## src/rtl/nn_layer_sequencer_if.sv

```systemverilog
// Handshake bundle between the MLP layer sequencer and its controller.
// NN_SEQ_ABORT_EN adds the abort request and aborted status signals.
interface nn_layer_sequencer_if #(
  parameter int MAX_LAYERS = 4,
  parameter int LAYER_W    = 2,
  parameter int CNT_W      = 16
) ();
  logic                        start;
  logic [LAYER_W:0]            num_layers;
  logic [MAX_LAYERS*CNT_W-1:0] layer_len;
  logic                        stall;
  logic                        neuron_start;
  logic [CNT_W-1:0]            counter;
  logic [LAYER_W-1:0]          pass;
  logic [MAX_LAYERS-1:0]       layer_we;
  logic                        busy;
  logic                        done;
`ifdef NN_SEQ_ABORT_EN
  logic                        abort;
  logic                        aborted;
`endif

  modport master (
    output start, num_layers, layer_len, stall,
    input  neuron_start, counter, pass, layer_we, busy, done
`ifdef NN_SEQ_ABORT_EN
    , output abort
    , input  aborted
`endif
  );

  modport slave (
    input  start, num_layers, layer_len, stall,
    output neuron_start, counter, pass, layer_we, busy, done
`ifdef NN_SEQ_ABORT_EN
    , input  abort
    , output aborted
`endif
  );
endinterface

```

## src/rtl/nn_layer_sequencer.sv

```systemverilog
// Layer sequencer: steps the shared neuron array through up to MAX_LAYERS passes.
// Optional NN_SEQ_ABORT_EN adds an abort request that returns to IDLE mid-inference.
module nn_layer_sequencer #(
  parameter int MAX_LAYERS = 4,
  parameter int LAYER_W    = 2,
  parameter int CNT_W      = 16
) (
  input logic                  clk,
  input logic                  rst,
  nn_layer_sequencer_if.slave  bus
);
  typedef enum logic [2:0] {
    S_IDLE  = 3'd0,
    S_LOAD  = 3'd1,
    S_RUN   = 3'd2,
    S_LATCH = 3'd3,
    S_DONE  = 3'd4
  } state_t;

  localparam logic [LAYER_W:0] MAX_NL = (LAYER_W+1)'(MAX_LAYERS);

  state_t                r_state;
  state_t                w_next;
  logic [CNT_W-1:0]      r_counter;
  logic [LAYER_W-1:0]    r_pass;
  logic [LAYER_W:0]      r_nl;
  logic [LAYER_W:0]      w_nl_clamp;
  logic [CNT_W-1:0]      w_len;
  logic [MAX_LAYERS-1:0] w_we;
  logic                  w_last;
  logic                  w_active;
  logic                  w_abort;

  assign w_active = (r_state == S_LOAD) || (r_state == S_RUN) || (r_state == S_LATCH);

`ifdef NN_SEQ_ABORT_EN
  logic r_aborted;
  assign w_abort     = bus.abort && w_active;
  assign bus.aborted = r_aborted;
`else
  assign w_abort = 1'b0;
`endif

  always_comb begin
    w_nl_clamp = bus.num_layers;
    if (bus.num_layers == '0)
      w_nl_clamp = (LAYER_W+1)'(1);
    else if (bus.num_layers > MAX_NL)
      w_nl_clamp = MAX_NL;
  end

  always_comb begin
    w_len = '0;
    for (int i = 0; i < MAX_LAYERS; i++)
      if (r_pass == LAYER_W'(i))
        w_len = bus.layer_len[i*CNT_W +: CNT_W];
  end

  assign w_last = ({1'b0, r_pass} == (r_nl - 1'b1));

  always_comb begin
    w_next = r_state;
    case (r_state)
      S_IDLE:  if (bus.start) w_next = S_LOAD;
      S_LOAD:  w_next = S_RUN;
      S_RUN:   if (!bus.stall && (r_counter == '0)) w_next = S_LATCH;
      S_LATCH: w_next = w_last ? S_DONE : S_LOAD;
      S_DONE:  w_next = S_IDLE;
      default: w_next = S_IDLE;
    endcase
    // Abort outranks both stall and the LATCH decision.
    if (w_abort)
      w_next = S_IDLE;
  end

  always_ff @(posedge clk or posedge rst) begin
    if (rst) begin
      r_state   <= S_IDLE;
      r_counter <= '0;
      r_pass    <= '0;
      r_nl      <= (LAYER_W+1)'(1);
`ifdef NN_SEQ_ABORT_EN
      r_aborted <= 1'b0;
`endif
    end else begin
      r_state <= w_next;
`ifdef NN_SEQ_ABORT_EN
      r_aborted <= w_abort;
`endif
      if (!w_abort) begin
        case (r_state)
          S_IDLE: begin
            if (bus.start) begin
              r_nl   <= w_nl_clamp;
              r_pass <= '0;
            end
          end
          S_LOAD:  r_counter <= w_len;
          S_RUN:   if (!bus.stall && (r_counter != '0)) r_counter <= r_counter - 1'b1;
          S_LATCH: if (!w_last) r_pass <= r_pass + 1'b1;
          default: ;
        endcase
      end
    end
  end

  always_comb begin
    w_we = '0;
    if (r_state == S_LATCH)
      for (int i = 0; i < MAX_LAYERS; i++)
        if (r_pass == LAYER_W'(i))
          w_we[i] = 1'b1;
  end

  assign bus.neuron_start = (r_state == S_LOAD);
  assign bus.busy         = w_active;
  assign bus.done         = (r_state == S_DONE);
  assign bus.counter      = r_counter;
  assign bus.pass         = r_pass;
  assign bus.layer_we     = w_we;
endmodule

```

## src/flat_wrapper.sv

```systemverilog
// flat-port wrapper written by rule: the top's interface ports become plain ports
module nn_layer_sequencer_flat 
#(
  parameter int MAX_LAYERS = 4,
  parameter int LAYER_W    = 2,
  parameter int CNT_W      = 16
)
  (clk, rst, bus_start, bus_num_layers, bus_layer_len, bus_stall, bus_neuron_start, bus_counter, bus_pass, bus_layer_we, bus_busy, bus_done);
  nn_layer_sequencer_if #(.MAX_LAYERS(MAX_LAYERS), .LAYER_W(LAYER_W), .CNT_W(CNT_W)) bus_i ();
  input logic clk;
  input logic rst;
  input wire logic [$bits(bus_i.start)-1:0] bus_start;
  input wire logic [$bits(bus_i.num_layers)-1:0] bus_num_layers;
  input wire logic [$bits(bus_i.layer_len)-1:0] bus_layer_len;
  input wire logic [$bits(bus_i.stall)-1:0] bus_stall;
  output wire logic [$bits(bus_i.neuron_start)-1:0] bus_neuron_start;
  output wire logic [$bits(bus_i.counter)-1:0] bus_counter;
  output wire logic [$bits(bus_i.pass)-1:0] bus_pass;
  output wire logic [$bits(bus_i.layer_we)-1:0] bus_layer_we;
  output wire logic [$bits(bus_i.busy)-1:0] bus_busy;
  output wire logic [$bits(bus_i.done)-1:0] bus_done;
  assign bus_i.start = bus_start;
  assign bus_i.num_layers = bus_num_layers;
  assign bus_i.layer_len = bus_layer_len;
  assign bus_i.stall = bus_stall;
  assign bus_neuron_start = bus_i.neuron_start;
  assign bus_counter = bus_i.counter;
  assign bus_pass = bus_i.pass;
  assign bus_layer_we = bus_i.layer_we;
  assign bus_busy = bus_i.busy;
  assign bus_done = bus_i.done;
  nn_layer_sequencer #(.MAX_LAYERS(MAX_LAYERS), .LAYER_W(LAYER_W), .CNT_W(CNT_W)) u_core (.clk(clk), .rst(rst), .bus(bus_i));
endmodule
```

## config.mk

```make
export PLATFORM = sky130hd
export DESIGN_NAME = nn_layer_sequencer_flat
export DESIGN_NICKNAME = d
export VERILOG_FILES = /design/src/rtl/nn_layer_sequencer_if.sv /design/src/rtl/nn_layer_sequencer.sv /design/src/flat_wrapper.sv
export SDC_FILE = /design/constraint.sdc
export NUM_CORES = 1
export LEC_CHECK = 0
export CORE_ASPECT_RATIO = 0.9
export CORE_MARGIN = 2
export CORE_UTILIZATION = 41
export CTS_CLUSTER_SIZE = 25
export DETAILED_ROUTE_END_ITERATION = 12
export PLACE_DENSITY = 0.81
export SETUP_SLACK_MARGIN = 0.02
export SYNTH_ARGS = -nofsm -noshare
export SYNTH_HDL_FRONTEND = slang
export SYNTH_SLANG_ARGS = --single-unit
export TNS_END_PERCENT = 10
```

## constraint.sdc

```tcl
create_clock -name clk -period 2.1 [get_ports clk]
set_input_delay 0.21 -clock clk [delete_from_list [all_inputs] [get_ports clk]]
set_output_delay 0.21 -clock clk [all_outputs]
set_load 0.005 [all_outputs]
```

==> results.sh <==
export IMPL_yosysTopAreaCell="dfrtp_1"
export IMPL_slew_viol_final=0
export IMPL_synthXorXnorAreaFrac_pct=1.307
export IMPL_tightest_slew_ns=0.4280
export IMPL_criticalPathCategory="flop to primary output"
export IMPL_power_frac_seq_pct=22.7
export IMPL_grt_pass1_wl_mm=11.85
export IMPL_antenna_found_initial=0
export IMPL_coreArea_mm2=0.004775
export IMPL_required_ns=1.89
export IMPL_synthFlopType="dfrtp_1"
export IMPL_area_growth_pct=61.79
export IMPL_initial_utilization_pct=42.11
export IMPL_swShare_pct=44.79
export IMPL_relSlewSlack_pct=71.20
export IMPL_cts_num_sinks=24
export IMPL_remaining_drc_errors=0
export IMPL_syn_inst=254
export IMPL_hold_violations=0
export IMPL_crit_chain="buf_4 > ha_4 > buf_12 > and2_1 > clkdlybuf4s50_1"
export IMPL_viasPerCell=5.724
export IMPL_p_leak_nw=1.328
export IMPL_critPathSlowestCell="clkdlybuf4s50_1"
export IMPL_syn_nets=331
export IMPL_clock_path_buffers=2
export IMPL_pre_cts_slack_ns=0.01555
export IMPL_routed_wl_mm=7.292
export IMPL_path_buf_inv=3
export IMPL_syn_cell_area_mm2=0.002011
export IMPL_finalSetupViolations=0
export IMPL_port_buffers=95
export IMPL_gp_congestion=0.9695
export IMPL_layout_drive_gt1_share_pct=10.96
export IMPL_peakVddDrop_v=0.0007127
export IMPL_dr_pass1_iters=4
export IMPL_finalNetCount=434
export IMPL_hpwl_mm=5.313
export IMPL_clock_fmax_ghz=0.4971
export IMPL_ys_types=51
export IMPL_first_iter_violations=252
export IMPL_synthMuxAreaShare_pct=0.5600
export IMPL_chipHeight_um=70.44
export IMPL_rr_startpoint="u_core.bus.pass[0]"
export IMPL_die_area_mm2=0.005481
export IMPL_worstPathArrival_ns=1.80
export IMPL_detail_route_antenna_nets=0
export IMPL_ys_seq_area_share_pct=29.93
export IMPL_layout_common_cells="clkdlybuf4s50_1 (95), a21oi_1 (24), nor2_1 (23)"
export IMPL_async_reset_ff_share_pct=100.0
export IMPL_synth_edf_count=0
export IMPL_internal_power_mw=2.447
export IMPL_clock_latency_ns=0.26
export IMPL_reg2reg_to="u_core.bus.counter[1]"
export IMPL_fin_skew_ns=0.003218
export IMPL_fin_ws_ns=0.08845
export IMPL_p_clk_share_pct=6.4
export IMPL_fin_util_pct=68.13
export IMPL_synth_top_area_share_pct=28.62
export IMPL_routedWlPerCell_um=17.32
export IMPL_synth_seq_cells=24
export IMPL_period_needed_ns=2.012
export IMPL_num_io_pins=96
export IMPL_critPathLaunchType="flop"
export IMPL_maxCapViolCount=0
export IMPL_powerDensity_mw_per_mm2=1363
export IMPL_overflow=0
export IMPL_syn_avg_cell_area_um2=7.916
export IMPL_grt_usage_pct=27.08
export IMPL_ctsHoldBuffers=0
export IMPL_cts_tree="yes"
export IMPL_combPwrFrac_pct=70.9
export IMPL_final_common_cell="clkdlybuf4s50_1"
export IMPL_crit_path_end_kind="primary output"
export IMPL_path_max_fanout=17
export IMPL_dieWidth_um=77.82
export IMPL_post_route_period_util_pct=95.79
export IMPL_num_vias=2410
export IMPL_ff2ff_path_depth=8
export IMPL_cts_made_buffers=3
export IMPL_rrSetupSlack_ns=0.16
export IMPL_status="finished, final reports clean"
export IMPL_synth_simple_gate_area_share_pct=23.02
export IMPL_critPathTopFamily="buffers and inverters"
export IMPL_cts_htree_levels=1
export IMPL_yosys_warnings=0
export IMPL_synth_fa_ha_area_share_pct=3.734
export IMPL_synthTopCellsByArea="dfrtp_1 (29%), a221oi_1 (7.0%), a21oi_1 (6.0%)"
export IMPL_rsz0062_at_grt="yes"
export IMPL_n_antenna_cell=0
export IMPL_critical_path_max_stage_delay_ns=0.51
export IMPL_grt_max_degree=25
export IMPL_path_clk_slew_ns=0.09
export IMPL_synth_top_family_by_area="compound AO/OA/AOI/OAI gates"
export IMPL_clockRootBuffer="clkbuf_8"
export IMPL_placementRows=24
export IMPL_synth_compound_area_share_pct=33.17
export IMPL_netSwitchingPower_mw=1.986
export IMPL_grt_pass1_vias=2404
export IMPL_worstHoldPathType="input pin to async pin"
==> area by class of cell <==
cell class	instances	area, um2
clock buffers	4	45.04
fillers	380	1521
inverters	20	75.07
multi-input cells	191	1284
flip-flops and latches	24	603.1
well taps	65	81.33
repair buffers	117	1165
==> cell usage after synthesis (all sizes together), types with 2 or more instances <==
cell type,instances
a211o,6
a211oi,2
a21oi,24
a221o,4
a221oi,16
a31oi,4
a32oi,3
and2,6
buf,6
clkbuf,13
dfrtp,23
ha,6
inv,20
nand2,14
nand2b,2
nand3,2
nand4,2
nor2,23
nor2b,8
nor3,11
nor3b,3
nor4,3
o21ai,15
o22a,5
o22ai,2
o31ai,5
or2,4
or3b,2
or4,2
xor2,2
==> stage by stage <==
stage                     std cells   TNS [ns]  total power, mW  hold slack (ns)  cell area [um2]
after floorplan                 254          0            2.763           0.2239             2011
after global placement          414          0            3.867           0.4706             3107
after detailed placement        414          0            3.943           0.4758             3107
after CTS                       419          0            4.274           0.2986             3187
after global routing            421  -0.004419            4.811           0.3468             3253
final                           421          0            4.433           0.2826             3253
==> layer usage <==
metal	global-route usage [%]	vias up	share of wire, %
li1	-	1154	-
met1	39.50	1151	45
met2	42.91	99	46
met3	2.842	6	7.9
met4	6.349	0	0.86
met5	0	-	0
==> power by group through the flow <==
stage          logic, mW  clock network, mW  registers (mW)
2_1_floorplan       1.80                  0           0.965
3_3_place_gp        2.88                  0           0.990
3_5_place_dp        2.95                  0           0.995
4_1_cts             3.00              0.287           0.989
5_1_grt             3.46              0.311            1.04
6_report            3.14              0.286            1.00
==> how the worst max path moves through the flow <==
stage,end,cells past startpoint,startpoint
2_1_floorplan,u_core.bus.counter[13],10,u_core.bus.pass[1]
3_3_place_gp,u_core.bus.counter[1],6,bus_stall
3_5_place_dp,u_core.bus.counter[1],6,bus_stall
4_1_cts,bus_layer_we[3],5,u_core.bus.pass[0]
5_1_grt,u_core.bus.counter[1],8,u_core.bus.pass[0]
6_report,bus_layer_we[3],5,u_core.bus.pass[0]
==> worst register-to-register path, stage by stage, from the launching register on <==
cell and delay, ns:
dfrtp_1 0.42, inv_1 0.11, ha_1 0.16, nor2b_1 0.19, buf_6 0.19, a221oi_1 0.09, a211o_1 0.32, a221o_1 0.30
o21ai_0 0.07
==> timing repair <==
item                                    CTS  global route
pin swaps                                 0             1
endpoints found under the setup margin    1            13
gates cloned                              1             0
gates resized for setup                   1            11
setup buffers                             0             2
==> flip-flops by register name, indices dropped and copies added, names as in the netlist <==
signal              count
u_core.r_state          3
u_core.bus.counter     16
u_core.bus.pass         2
u_core.r_nl             3
==> cells by family after synthesis <==
group	Yosys count
AND/OR/NAND/NOR	86
flip-flops	24
adder cells (fa/ha/maj)	6
buffers and inverters	39
AO/OA/AOI/OAI	95
multiplexers	1
XOR/XNOR	3
Power figures use the tool's default switching activity.
